### src/rtl/ffra_pipe_if.sv
`default_nettype none
// ============================================================================
// Module   : ffra_pipe_if
// Purpose  : Input/output handshake and data bundle for ffra_pipe.
// Revision : 1.0
// ============================================================================
interface ffra_pipe_if #(
    parameter int WIDTH = 32
) ();
    logic               in_valid;
    logic               in_ready;
    logic [WIDTH-1:0]   a;
    logic [WIDTH-1:0]   b;
    logic [WIDTH-1:0]   ci;
    logic               in_acc;
    logic               in_clr;
    logic               out_valid;
    logic               out_ready;
    logic [WIDTH+1:0]   o;
    logic               ovf;

    modport master (
        output in_valid, a, b, ci, in_acc, in_clr, out_ready,
        input  in_ready, out_valid, o, ovf
    );

    modport slave (
        input  in_valid, a, b, ci, in_acc, in_clr, out_ready,
        output in_ready, out_valid, o, ovf
    );
endinterface
`default_nettype wire

### src/rtl/ffra_pipe.sv
`default_nettype none
// ============================================================================
// Module   : ffra_pipe
// Purpose  : Pipelined exact a+b+ci adder with per-beat accumulate/clear,
//            wrap flag and valid/ready flow control with global stall.
// Revision : 1.0
// ============================================================================
module ffra_pipe #(
    parameter int WIDTH  = 32,
    parameter int STAGES = 2
) (
    input  wire         clk,
    input  wire         rst,
    ffra_pipe_if.slave  bus
);
    localparam int c_OW  = WIDTH + 2;
    localparam int c_PRE = STAGES - 1;

    logic               w_stall;
    logic [c_OW-1:0]    w_csa_sum;
    logic [c_OW-1:0]    w_csa_car;

    logic               w_fin_valid;
    logic [c_OW-1:0]    w_fin_s;
    logic               w_fin_acc;
    logic               w_fin_clr;

    logic [c_OW-1:0]    w_base;
    logic [c_OW:0]      w_total;

    logic               r_out_valid;
    logic [c_OW-1:0]    r_o;
    logic               r_ovf;
    logic [c_OW-1:0]    r_accum;

    // Whole pipeline freezes while the output holds an unaccepted result.
    assign w_stall      = r_out_valid & ~bus.out_ready;
    assign bus.in_ready = ~w_stall;

    // Carry-save compression of the three operands.
    assign w_csa_sum = {2'b00, bus.a ^ bus.b ^ bus.ci};
    assign w_csa_car = {1'b0, (bus.a & bus.b) | (bus.a & bus.ci) | (bus.b & bus.ci), 1'b0};

    if (STAGES == 1) begin : g_direct
        assign w_fin_valid = bus.in_valid;
        assign w_fin_s     = w_csa_sum + w_csa_car;
        assign w_fin_acc   = bus.in_acc;
        assign w_fin_clr   = bus.in_clr;
    end else begin : g_piped
        logic               r_vld [c_PRE];
        logic [c_OW-1:0]    r_sum [c_PRE];
        logic [c_OW-1:0]    r_car [c_PRE];
        logic               r_acc [c_PRE];
        logic               r_clr [c_PRE];

        always_ff @(posedge clk) begin
            if (!rst) begin
                for (int i = 0; i < c_PRE; i++) begin
                    r_vld[i] <= 1'b0;
                end
            end else if (!w_stall) begin
                r_vld[0] <= bus.in_valid;
                for (int i = 1; i < c_PRE; i++) begin
                    r_vld[i] <= r_vld[i-1];
                end
            end
        end

        // Payload moves only with a valid beat so idle-bus garbage never enters.
        always_ff @(posedge clk) begin
            if (!w_stall) begin
                if (bus.in_valid) begin
                    r_sum[0] <= w_csa_sum;
                    r_car[0] <= w_csa_car;
                    r_acc[0] <= bus.in_acc;
                    r_clr[0] <= bus.in_clr;
                end
                for (int i = 1; i < c_PRE; i++) begin
                    if (r_vld[i-1]) begin
                        r_sum[i] <= r_sum[i-1] + r_car[i-1];
                        r_car[i] <= '0;
                        r_acc[i] <= r_acc[i-1];
                        r_clr[i] <= r_clr[i-1];
                    end
                end
            end
        end

        assign w_fin_valid = r_vld[c_PRE-1];
        assign w_fin_s     = r_sum[c_PRE-1] + r_car[c_PRE-1];
        assign w_fin_acc   = r_acc[c_PRE-1];
        assign w_fin_clr   = r_clr[c_PRE-1];
    end

    assign w_base  = w_fin_clr ? '0 : r_accum;
    assign w_total = {1'b0, w_base} + {1'b0, w_fin_s};

    // Accumulator lives here so consecutive accumulate beats chain without a hazard.
    always_ff @(posedge clk) begin
        if (!rst) begin
            r_out_valid <= 1'b0;
            r_o         <= '0;
            r_ovf       <= 1'b0;
            r_accum     <= '0;
        end else if (!w_stall) begin
            r_out_valid <= w_fin_valid;
            if (w_fin_valid) begin
                if (w_fin_acc) begin
                    r_o     <= w_total[c_OW-1:0];
                    r_ovf   <= w_total[c_OW];
                    r_accum <= w_total[c_OW-1:0];
                end else begin
                    r_o     <= w_fin_s;
                    r_ovf   <= 1'b0;
                end
            end
        end
    end

    assign bus.out_valid = r_out_valid;
    assign bus.o         = r_o;
    assign bus.ovf       = r_ovf;
endmodule
`default_nettype wire

### src/flat_wrapper.sv
// flat-port wrapper written by rule: the top's interface ports become plain ports
module ffra_pipe_flat 
#(
    parameter int WIDTH  = 32,
    parameter int STAGES = 2
)
  (clk, rst, bus_in_valid, bus_a, bus_b, bus_ci, bus_in_acc, bus_in_clr, bus_out_ready, bus_in_ready, bus_out_valid, bus_o, bus_ovf);
  ffra_pipe_if #(.WIDTH(WIDTH)) bus_i ();
  input  wire clk;
  input  wire rst;
  input wire logic [$bits(bus_i.in_valid)-1:0] bus_in_valid;
  input wire logic [$bits(bus_i.a)-1:0] bus_a;
  input wire logic [$bits(bus_i.b)-1:0] bus_b;
  input wire logic [$bits(bus_i.ci)-1:0] bus_ci;
  input wire logic [$bits(bus_i.in_acc)-1:0] bus_in_acc;
  input wire logic [$bits(bus_i.in_clr)-1:0] bus_in_clr;
  input wire logic [$bits(bus_i.out_ready)-1:0] bus_out_ready;
  output wire logic [$bits(bus_i.in_ready)-1:0] bus_in_ready;
  output wire logic [$bits(bus_i.out_valid)-1:0] bus_out_valid;
  output wire logic [$bits(bus_i.o)-1:0] bus_o;
  output wire logic [$bits(bus_i.ovf)-1:0] bus_ovf;
  assign bus_i.in_valid = bus_in_valid;
  assign bus_i.a = bus_a;
  assign bus_i.b = bus_b;
  assign bus_i.ci = bus_ci;
  assign bus_i.in_acc = bus_in_acc;
  assign bus_i.in_clr = bus_in_clr;
  assign bus_i.out_ready = bus_out_ready;
  assign bus_in_ready = bus_i.in_ready;
  assign bus_out_valid = bus_i.out_valid;
  assign bus_o = bus_i.o;
  assign bus_ovf = bus_i.ovf;
  ffra_pipe #(.WIDTH(WIDTH), .STAGES(STAGES)) u_core (.clk(clk), .rst(rst), .bus(bus_i));
endmodule
### config.mk
export PLATFORM = sky130hd
export DESIGN_NAME = ffra_pipe_flat
export DESIGN_NICKNAME = d
export VERILOG_FILES = /design/src/rtl/ffra_pipe_if.sv /design/src/rtl/ffra_pipe.sv /design/src/flat_wrapper.sv
export SDC_FILE = /design/constraint.sdc
export NUM_CORES = 1
export LEC_CHECK = 0
export CORE_MARGIN = 2
export CORE_UTILIZATION = 50
export CTS_BUF_LIST = sky130_fd_sc_hd__clkbuf_16
export DETAILED_ROUTE_END_ITERATION = 8
export PLACE_DENSITY = 0.73
export SYNTH_ARGS = -nofsm -noshare
export SYNTH_HDL_FRONTEND = slang
export SYNTH_SLANG_ARGS = --single-unit
### constraint.sdc
create_clock -name clk -period 7.9 [get_ports clk]
set_clock_uncertainty 0.05 [all_clocks]
set_input_delay 1.975 -clock clk [delete_from_list [all_inputs] [get_ports clk]]
set_output_delay 1.975 -clock clk [all_outputs]
set_load 0.02 [all_outputs]
Yosys cells after proc, flatten, opt, wreduce, memory -nomap -nowiden
Memories as Yosys holds them, arrays and structs flattened.
Index checks and enable logic that the tools add are counted.

word-level totals
  register bits = 70
  memory bits (writable) = 67
  logic and storage cells = 36
  memories kept = 5

memories
  name                  depth  width  read ports  clocked after Yosys merged registers in  wr ports  RTL line         source
  u_core.g_piped.r_car  1      32     1           0                                        1         ffra_pipe.sv:52  logic [c_OW-1:0] r_car [c_PRE];
  u_core.g_piped.r_sum  1      32     1           0                                        1         ffra_pipe.sv:51  logic [c_OW-1:0] r_sum [c_PRE];
  u_core.g_piped.r_acc  1      1      1           0                                        1         ffra_pipe.sv:53  logic r_acc [c_PRE];
  u_core.g_piped.r_clr  1      1      1           0                                        1         ffra_pipe.sv:54  logic r_clr [c_PRE];
  u_core.g_piped.r_vld  1      1      1           0                                        1         ffra_pipe.sv:50  logic r_vld [c_PRE];

cells by class
  add/sub/neg operators = 2
  multiplexer cells = 12
  bitwise operators = 10
  reductions and logical operators = 3

operators with widths
  kind                                       number
  32-bit bitwise AND                         3
  34-bit 2-to-1 mux                          2
  32-bit bitwise OR                          2
  32-bit XOR                                 2
  34-bit by 34-bit adder with 35-bit output  1
  34-bit adder                               1
  1-bit 2-to-1 mux                           10
  3-bit AND reduction                        1
  1-bit NOT                                  2
  2-bit AND reduction                        1
  1-bit bitwise AND                          1
  1-bit OR reduction                         1

Depth between registers and ports, before layout
  depth in word-level cells = 7
  mapped depth = 22
  gate-level depth less buffers = 22

Worst setup path before layout
No wires, ideal clock.

  path type = input port to flip-flop
  start = input bus_out_ready
  end = memory u_core.g_piped.r_acc[0] (enable)
  setup time = 431 ps
  arrival time = 3872 ps
  required time = 7419 ps
  slack = 3547 ps
  stages on the path = 3
  path buffers = 0
  cells stage by stage = nor2b_1 inv_1 and2_1

on the way
  word-level cells in the longest chain between the ends = 4

ends and longest elaborated chain
  item                                    RTL line            source
  from (decl)                             flat_wrapper.sv:17  input wire logic [$bits(bus_i.out_ready)-1:0] bus_out_ready;
  1-bit NOT                               ffra_pipe.sv:37     assign w_stall = r_out_valid & ~bus.out_ready;
  1-bit bitwise AND                       ffra_pipe.sv:37
  1-bit 2-to-1 mux                        ffra_pipe.sv:71     if (!w_stall) begin
  1-bit 2-to-1 mux (not written as such)  ffra_pipe.sv:75     r_acc[0] <= bus.in_acc;
  to (decl)                               ffra_pipe.sv:53

Every way passes these cells.

Final worst setup path
  start = input bus_out_ready
  end = output bus_in_ready

on the way
  word-level cells in the longest chain between the ends = 3

ends and longest elaborated chain
  item               RTL line            source
  1-bit NOT          ffra_pipe.sv:37
  1-bit bitwise AND  ffra_pipe.sv:37
  1-bit NOT          ffra_pipe.sv:38     assign bus.in_ready = ~w_stall;
  to (decl)          flat_wrapper.sv:18  output wire logic [$bits(bus_i.in_ready)-1:0] bus_in_ready;

Every way passes these cells.

==> flow_summary.json <==
{
  "cts_resized": 0,
  "cts.clk_slew.worst_paths_ns": 0.05,
  "ant_nets": 0,
  "grt_setup_unrepaired": "no",
  "p_int_uw": 1700,
  "first_global_vias": 7064,
  "hpwl_um": 15000,
  "p_seq_share_pct": 33.4,
  "drive_above_1_share_pct": 5.48,
  "whs_endpoint": "u_core.r_accum[19]$_SDFFE_PN0P_",
  "critPathLaunchType": "input port",
  "crit_chain": "clkdlybuf4s50_1, nor2b_1, inv_1, clkdlybuf4s50_1",
  "setup_viol": 0,
  "clock-sinks": 137,
  "antenna_cells": 0,
  "vias": 7298,
  "r2r_cells": 21,
  "clkPwrFrac_pct": 31.8,
  "grt_usage_pct": 22.0,
  "ys_seq_area_share_pct": 37.7,
  "p_per_area_nw_per_um2": 227,
  "slowest_stage": "clkdlybuf4s50_1",
  "r2r-end": "u_core.bus.o[33]$_SDFFE_PN0P_",
  "slew-limit-headroom_pct": 26.8,
  "cts_tree": "yes",
  "rr_startpoint": "u_core.g_piped.r_car[0][0]$_DFFE_PP_",
  "cts_hold_buffers": 0,
  "final_cell_mix": "clkdlybuf4s50_1 (138), a21oi_1 (94), nand2_1 (85)",
  "hold_class": "flip-flop to flip-flop",
  "crit_path_end_kind": "output port",
  "regToRegSetupSlack_ns": 3.20,
  "crit_type": "input port to output port",
  "drtIter0Drc": 388,
  "portBuffers": 138,
  "place_area_um2": 10600,
  "min-delay-start": "u_core.r_accum[19]$_SDFFE_PN0P_",
  "syn_to_final_growth_pct": 23.2,
  "status": "finished clean",
  "postSynthAreaPerCell_um2": 9.81,
  "io-pin-count": 139,
  "clockBufferDepth": 2,
  "synth_cell_types": 77,
  "synth_top_area_share_pct": 22.2,
  "power_switching_uw": 832,
  "postCtsSetupBuffers": 0,
  "ys_top_cells_by_area": "edfxtp_1 (22%), dfxtp_1 (15%), ha_1 (9.0%)",
  "stdcell_area_um2": 11200,
  "irDropWorstVdd_mv": 0.169,
  "final_common_cell": "clkdlybuf4s50_1",
  "dieWidth_um": 139,
  "fin_setup_tns_ns": 0,
  "yosysTopAreaCell": "edfxtp_1",
  "path_max_fanout": 5,
  "drv_slew": 0,
  "dieHeight_um": 139,
  "min_path_cells": 2,
  "htreeDepth": 4,
  "drv_cap": 0,
  "coreArea_um2": 17800,
  "ys.flop_type": "dfxtp_1",
  "avgViaCountPerCell": 5.67,
  "std_cell_rows": 49,
  "routedWlPerCell_um": 16.0,
  "p_sw_share_pct": 32.8,
  "yosysWarningCount": 0,
  "yosys_register_bits": 137,
  "die-area_um2": 19200,
  "crit_top_cell": "clkdlybuf4s50_1",
  "wl_um": 20600,
  "netlist_area_um2": 9060,
  "combPwrFrac_pct": 34.8,
  "finalNetCount": 1247,
  "critical_path_required_ns": 5.88,
  "synth_edf_count": 67,
  "numCtsBuffers": 17,
  "fmax_mhz": 189,
  "drc": 0,
  "critPathMaxStageDelay_ns": 0.56,
  "antenna_found_initial": 0,
  "fin_crit_ns": 5.30,
  "gr-total-overflow": 0,
  "grt_max_degree": 67,
  "routabilityCongestion": 0.910,
  "clk_latency_ns": 0.43,
  "grt_pass1_wl_um": 34600,
  "crit_arrival_ns": 3.28,
  "worst_pin_slew_ns": 1.09,
  "syn_inst": 923,
  "total_leakage_power_uw": 0.00445,
  "final-hold-violation-count": 0,
  "drt_first_pass_iters": 6,
  "timing.final.crit_share_pct": 67.1,
  "async_reset_ff_share_pct": 0,
  "clock-root-buffer": "clkbuf_16",
  "initial_utilization_pct": 50.8,
  "synth_fp_nets": 1124
}
-- worst max-delay path by stage --
stage,start,end,cells after the start
detailed placement,bus_out_ready,bus_in_ready,4
CTS,bus_out_ready,bus_in_ready,4
finish,bus_out_ready,bus_in_ready,4
global placement,bus_out_ready,bus_in_ready,4
floorplan,bus_out_ready,u_core.g_piped.r_acc[0]$_DFFE_PP_,3
global route,bus_out_ready,bus_in_ready,4
-- registers in the layout (all words and copies together) (netlist names) --
signal,flops
u_core.g_piped.r_sum,32
u_core.g_piped.r_vld,1
u_core.r_accum,34
u_core.bus.ovf,1
u_core.g_piped.r_clr,1
u_core.bus.o,34
u_core.bus.out_valid,1
u_core.g_piped.r_acc,1
u_core.g_piped.r_car,32
-- power by group through the flow --
| stage | clock (uW) | sequential [uW] | combinational (uW) |
|---|---|---|---|
| 6_report | 807 | 847 | 881 |
| 5_1_grt | 846 | 855 | 983 |
| 4_1_cts | 817 | 848 | 880 |
| 3_5_place_dp | 0 | 862 | 873 |
| 3_3_place_gp | 0 | 861 | 863 |
| 2_1_floorplan | 0 | 878 | 617 |
-- final cells by class --
cell class | instances | area, um2
Clock buffer | 17 | 425
Clock inverter | 15 | 168
Fill cell | 1481 | 6680
Inverter | 21 | 78.8
Multi-Input combinational cell | 724 | 5360
Sequential cell | 137 | 3410
Tap cell | 229 | 287
Timing Repair Buffer | 145 | 1430
-- logic make-up after synthesis --
family,Yosys count,synth area share (%)
compound gates,279,20.4
xor+xnor,58,5.61
fa+ha+maj,99,16.5
buf+inv,62,3.18
flops,137,37.7
mux,22,2.44
simple gates,266,14.2
-- critical path: cells and delay by family --
kind          cells  cell delay [ns]
buf+inv           3             1.11
simple gates      1             0.20
-- cell usage after synthesis, drive strengths merged, types with 11 or more instances --
| cell | instances |
|---|---|
| mux2i | 21 |
| o211ai | 11 |
| dfxtp | 70 |
| a21o | 33 |
| nand3 | 17 |
| nor2b | 43 |
| xnor2 | 37 |
| clkbuf | 34 |
| xor2 | 21 |
| a21oi | 96 |
| nor3 | 12 |
| inv | 20 |
| o21ai | 57 |
| ha | 65 |
| nor2 | 65 |
| edfxtp | 67 |
| nand2 | 87 |
| fa | 34 |
| a211oi | 16 |
-- routing by layer --
layer	vias up	part of all wire [%]	global-route usage, %
met4	0	1.8	6.98
met2	243	45	34.5
met3	30	6.7	4.35
met5	-	0	0
met1	3415	47	31.0
li1	3610	-	-
-- through the flow --
step / power, uW / hold slack [ns] / setup slack [ns] / cells / utilization (%)
global placement: 1720 / 0.387 / 2.63 / 1256 / 59.3
detailed placement: 1740 / 0.393 / 2.58 / 1256 / 59.3
global route: 2680 / 0.420 / 2.50 / 1288 / 62.6
finish: 2540 / 0.398 / 2.60 / 1288 / 62.6
floorplan: 1500 / 0.379 / 3.55 / 923 / -
CTS: 2540 / 0.400 / 2.58 / 1288 / 62.6
Power figures use the tool's default switching activity.
